[config.mk]
export PLATFORM = sky130hd
export DESIGN_NAME = rf_write_arbiter
export DESIGN_NICKNAME = d
export VERILOG_FILES = /design/src/rtl/rf_write_arbiter.sv
export SDC_FILE = /design/constraint.sdc
export NUM_CORES = 1
export LEC_CHECK = 0
export BUFFER_PORTS_ARGS = -buffer_cell sky130_fd_sc_hd__buf_2
export CAP_MARGIN = 20
export CORE_ASPECT_RATIO = 0.7
export CORE_MARGIN = 2
export CORE_UTILIZATION = 25
export DETAILED_ROUTE_END_ITERATION = 7
export HOLD_SLACK_MARGIN = 0.02
export PLACE_DENSITY = 0.56
export SYNTH_ARGS = -nofsm -noshare
export SYNTH_HDL_FRONTEND = slang
export SYNTH_SLANG_ARGS = --single-unit
export TNS_END_PERCENT = 50
[constraint.sdc]
create_clock -name clk -period 4.5 [get_ports clk]
set_input_delay 0.45 -clock clk [delete_from_list [all_inputs] [get_ports clk]]
set_output_delay 0.45 -clock clk [all_outputs]
set_load 0.005 [all_outputs]
[src/rtl/rf_write_arbiter.sv]
// rf_write_arbiter: shares the register file write port between the writeback
// stage, which normally wins, and a small FIFO of multiply/divide results.
// A starvation counter lets an aged FIFO head preempt the pipeline for one cycle.
module rf_write_arbiter #(
  parameter int XLEN         = 64,
  parameter int DEPTH        = 2,
  parameter int STARVE_LIMIT = 4
) (
  input  logic                     clk,
  input  logic                     reset,
  input  logic                     wb_valid,
  input  logic                     wb_we,
  input  logic [4:0]               wb_rd,
  input  logic [XLEN-1:0]          wb_data,
  output logic                     wb_stall,
  input  logic                     mdu_valid,
  input  logic [4:0]               mdu_rd,
  input  logic [XLEN-1:0]          mdu_data,
  output logic                     mdu_ready,
  output logic                     rf_we,
  output logic [4:0]               rf_rd,
  output logic [XLEN-1:0]          rf_data,
  output logic                     rf_src,
  output logic [$clog2(DEPTH):0]   pending_cnt
);

  localparam int PW = $clog2(DEPTH);
  localparam int CW = PW + 1;
  localparam logic [3:0]    LIMIT = 4'(STARVE_LIMIT);
  localparam logic [CW-1:0] FULL  = CW'(DEPTH);

  logic [4:0]      mem_rd_q   [DEPTH];
  logic [4:0]      mem_rd_d   [DEPTH];
  logic [XLEN-1:0] mem_data_q [DEPTH];
  logic [XLEN-1:0] mem_data_d [DEPTH];
  logic [PW-1:0]   head_q, head_d;
  logic [PW-1:0]   tail_q, tail_d;
  logic [CW-1:0]   cnt_q, cnt_d;
  logic [3:0]      starve_q, starve_d;

  logic wb_req;
  logic head_due;
  logic grant_fifo;
  logic grant_wb;
  logic push;
  logic pop;

  // Grant decision and port muxing; all outputs forced quiet while reset is held.
  always_comb begin
    wb_req     = wb_valid & wb_we;
    head_due   = (cnt_q != '0) && (starve_q == LIMIT);
    grant_fifo = reset && (cnt_q != '0) && (head_due || !wb_req);
    grant_wb   = reset && wb_req && !head_due;
    wb_stall   = reset && wb_req && head_due;
    rf_src     = grant_fifo;
    rf_rd      = '0;
    rf_data    = '0;
    if (grant_fifo) begin
      rf_rd   = mem_rd_q[head_q];
      rf_data = mem_data_q[head_q];
    end else if (grant_wb) begin
      rf_rd   = wb_rd;
      rf_data = wb_data;
    end
    rf_we       = (grant_fifo || grant_wb) && (rf_rd != 5'd0);
    mdu_ready   = (cnt_q < FULL);
    pending_cnt = cnt_q;
  end

  // Next FIFO contents, pointers, occupancy and head age; x0 results are dropped on entry.
  always_comb begin
    push       = mdu_valid && mdu_ready && (mdu_rd != 5'd0);
    pop        = grant_fifo;
    mem_rd_d   = mem_rd_q;
    mem_data_d = mem_data_q;
    head_d     = head_q;
    tail_d     = tail_q;
    if (push) begin
      mem_rd_d[tail_q]   = mdu_rd;
      mem_data_d[tail_q] = mdu_data;
      tail_d             = tail_q + PW'(1);
    end
    if (pop) begin
      head_d = head_q + PW'(1);
    end
    cnt_d    = cnt_q + CW'(push) - CW'(pop);
    starve_d = starve_q;
    if (pop || (cnt_d == '0)) begin
      starve_d = '0;
    end else if ((cnt_q != '0) && (starve_q != LIMIT)) begin
      starve_d = starve_q + 4'd1;
    end
  end

  // State registers; reset discards any buffered results.
  always_ff @(posedge clk or negedge reset) begin
    if (!reset) begin
      for (int i = 0; i < DEPTH; i++) begin
        mem_rd_q[i]   <= '0;
        mem_data_q[i] <= '0;
      end
      head_q   <= '0;
      tail_q   <= '0;
      cnt_q    <= '0;
      starve_q <= '0;
    end else begin
      mem_rd_q   <= mem_rd_d;
      mem_data_q <= mem_data_d;
      head_q     <= head_d;
      tail_q     <= tail_d;
      cnt_q      <= cnt_d;
      starve_q   <= starve_d;
    end
  end

endmodule
==> results.tsv <==
metric	value	unit
status	finished, final reports clean	
leading cell types by count after synthesis	dfrtp_1, mux2_2, nand2_1	
peak supply drop	0.000247	V
number of input and output port buffers inserted	217	
synthesized area per cell	12.3	um^2
Worst Min Path Start	mdu_data[63]	
count of nets left with antenna violations after detail routing	0	
Synthesis Warnings	0	
leakage	0.00438	uW
Bufs on Longest Clock Path	2	
Slew HR	27.6	%
worst flop-to-flop path startpoint	starve_q[0]$_DFFE_PN0P_	
total number of H-tree levels	4	
Worst R2R Setup Slack	1.79	ns
proportion of synthesized flip-flops having asynchronous set or reset	100	%
number of maximum-capacitance constraint violations	0	
RePlAce Congestion	0.749	
core area	27900	um^2
number of iterations in the first detailed-routing pass	4	
WL/cell	15.4	um
Setup-failing EPs final	0	
buffers inserted during post-CTS setup optimization	0	
CP top delay family	buffers and inverters	
number of flops mapped to enable cells by yosys	0	
chip width	206	um
peak clock frequency supported by timing	301	MHz
total number of placement rows	51	
launching element type of the critical path	input pin	
endpoint of the lowest-slack register-to-register path	starve_q[0]$_DFFE_PN0P_	
required time of the worst setup path	4.05	ns
worst slack at placement	1.55	ns
CTS tree	built	
root buffer selected by CTS	clkbuf_16	
total instance count after detailed placement	1137	
clock-pin transition on the worst setup and hold timing paths	0.06	ns
total global-route track usage	12.6	%
distinct cell type count of the synthesized netlist	34	
Critical Path Source	reset	
TritonCTS Buffers	17	
number of top-level pins	218	
Mapped Nets	724	
Cells after Synth	577	
share of final-layout standard cells stronger than drive strength 1	50.8	%
final worst-path setup slack	1.18	ns
via count of the first global-routing pass	5251	
Hold Path Class	in2reg	
Post-Synthesis Cell Area	7120	um^2
power density over the cells	675	nW/um^2
total design power	6220	uW
cell type with the highest aggregate area in the netlist	dfrtp_1	
total grt overflow	0	
RSZ-0062 raised after global routing	false	
Critical path destination	rf_data[37]	
uppermost routed layer	met5	
antenna violations before repair	5	
Syn-to-layout area delta	29.5	%
Slew Viols, Final	0	
Die Footprint	29900	um^2
final setup skew	0.00526	ns
post-DP HPWL	12200	um
CP Class	in2out	
final standard cell count with taps included and fillers excluded	1170	
number of cells on the worst reg-to-reg path	13	
CP max FO	66	
global-route wire length before repair	28800	um
library cell with the highest instance count after synthesis	dfrtp_1	
number of buffer and inverter instances along the worst setup path	5	
clock latency at the later pin of the worst-skew pair	0.43	ns
final number of hold-violating endpoints	0	
sequential area share after synthesis	51.3	%
CP dominant cell by count	buf_4	
capturing element type of the critical path	primary output	
Period Utilization, post-route	73.8	%
met3 wirelength from detailed routing	1150	um
post-layout min period	3.32	ns
pin count of the biggest net entering global routing	67	
M1 wire length	8710	um
total wire length	18000	um
via density per instance	4.39	
WL met2	7900	um
initial core utilization	25.5	%
height of the chip	145	um
CP Data Arrival Time	2.87	ns
number of sinks handled by clock tree synthesis	146	
largest cells by area after synthesis	dfrtp_1, mux2_2, mux2i_1, o21ai_0, mux2_4	
vias after detailed routing	5134	
DRC viols	0	
share of the synthesized area in the top cell type	51.3	%
synthesis-stage register bit count	146	
total negative slack for setup checks	0	ns
CP peak stage delay	0.57	ns
Stages on worst setup path	7	
prevailing post-synth register cell	dfrtp_1	
transition time at the pin with the least slew margin	1.09	ns
critical path, cell by cell	dlygate4sd3_1, buf_6, buf_4, nand2_2, buf_4, o21ai_0, buf_2	
Initial DRC Count	259	
Final Net Count	933	
master of the slowest instance on the critical path	buf_4	
[sequential cells by signal (all words and copies together), names as in the netlist]
| register | count |
|---|---|
| mem_data_q | 128 |
| mem_rd_q | 10 |
| starve_q | 4 |
| pending_cnt | 2 |
| head_q | 1 |
| tail_q | 1 |
[stage by stage]
stage	utilization [%]	hold slack, ns	instance area, um^2
after CTS	33.1	0.224	9220
final	33.1	0.262	9220
after global placement	30.8	0.331	8580
after floorplan	-	0.154	7120
after detailed placement	30.8	0.331	8580
after global routing	33.1	0.229	9220
[worst min-delay path by stage]
stage                     depth (start not counted)  slack, ns                     endpoint
final                                             2       0.26   mem_data_q[63]$_DFFE_PN0P_
after global routing                              2       0.23  mem_data_q[102]$_DFFE_PN0P_
after CTS                                         2       0.22   mem_data_q[63]$_DFFE_PN0P_
after detailed placement                          1       0.33   mem_data_q[82]$_DFFE_PN0P_
after global placement                            1       0.33   mem_data_q[82]$_DFFE_PN0P_
after floorplan                                   0       0.15           head_q$_DFFE_PN0N_
[cells in the final DEF, fill, tap and decap left out, types with 2 or more instances in the layout]
cell type,n
buf_12,2
buf_2,216
buf_4,6
bufinv_16,4
clkbuf_16,17
clkinvlp_4,4
dfrtp_1,145
ha_1,4
inv_1,6
inv_6,2
mux2_2,122
mux2_4,20
mux2i_1,65
nand2_1,75
nor2_1,7
nor2_4,2
nor3_1,2
o21ai_0,66
o22ai_1,4
xnor2_1,5
xor2_1,2
[power by group]
part	switching (uW)	internal, uW	leakage, uW
registers	394	1990	0.00173
clock network	586	942	0.000292
logic	990	1320	0.00235
total	1970	4250	0.00438
[worst reg2reg max path, stage by stage, from the launching register on]
cell and delay (ns):
dfrtp_1 0.41, inv_1 0.07, ha_1 0.15, nand3b_1 0.21, a31oi_1 0.26, nand2_2 0.08, inv_1 0.16, ha_1 0.26
inv_1 0.06, ha_1 0.15, xnor2_1 0.15, xnor2_1 0.11, o21ai_0 0.42, nor2_1 0.11
[layer usage]
| layer | track usage, % | vias to the layer above |
|---|---|---|
| li1 | - | 2453 |
| met1 | 17.1 | 2524 |
| met2 | 18.7 | 134 |
| met3 | 4.42 | 19 |
| met4 | 3.81 | 4 |
| met5 | 0 | - |
[logic make-up (layout without fill, tap and decap cells)]
group | count (synthesis) | in the layout | synth area share [%]
AOI/OAI and AO/OA | 78 | 78 | 6.04
adders and majority gates | 4 | 4 | 0.703
buffers and inverters | 42 | 263 | 3.15
xor gates and xnor gates | 7 | 7 | 0.861
and+or+nand+nor | 93 | 93 | 5.29
other | 0 | 1 | 0
DFF | 146 | 146 | 51.3
muxes | 207 | 207 | 32.6
[final cells by class]
| cell class | count | area (um^2) |
|---|---|---|
| Fill cell | 2844 | 18700 |
| Sequential cell | 146 | 3660 |
| Multi-Input combinational cell | 389 | 3260 |
| Timing Repair Buffer | 226 | 1190 |
| Tap cell | 371 | 464 |
| Clock buffer | 19 | 443 |
| Clock inverter | 12 | 181 |
| Inverter | 6 | 22.5 |
| Antenna cell | 1 | 2.50 |
[timing repair]
| item | 4_1_cts | 5_1_grt |
|---|---|---|
| gates resized for setup | 0 | 0 |
| hold buffers | 1 | 0 |
| hold endpoints to repair | 19 | 0 |
Note: power is estimated with default switching activity, not from simulation.
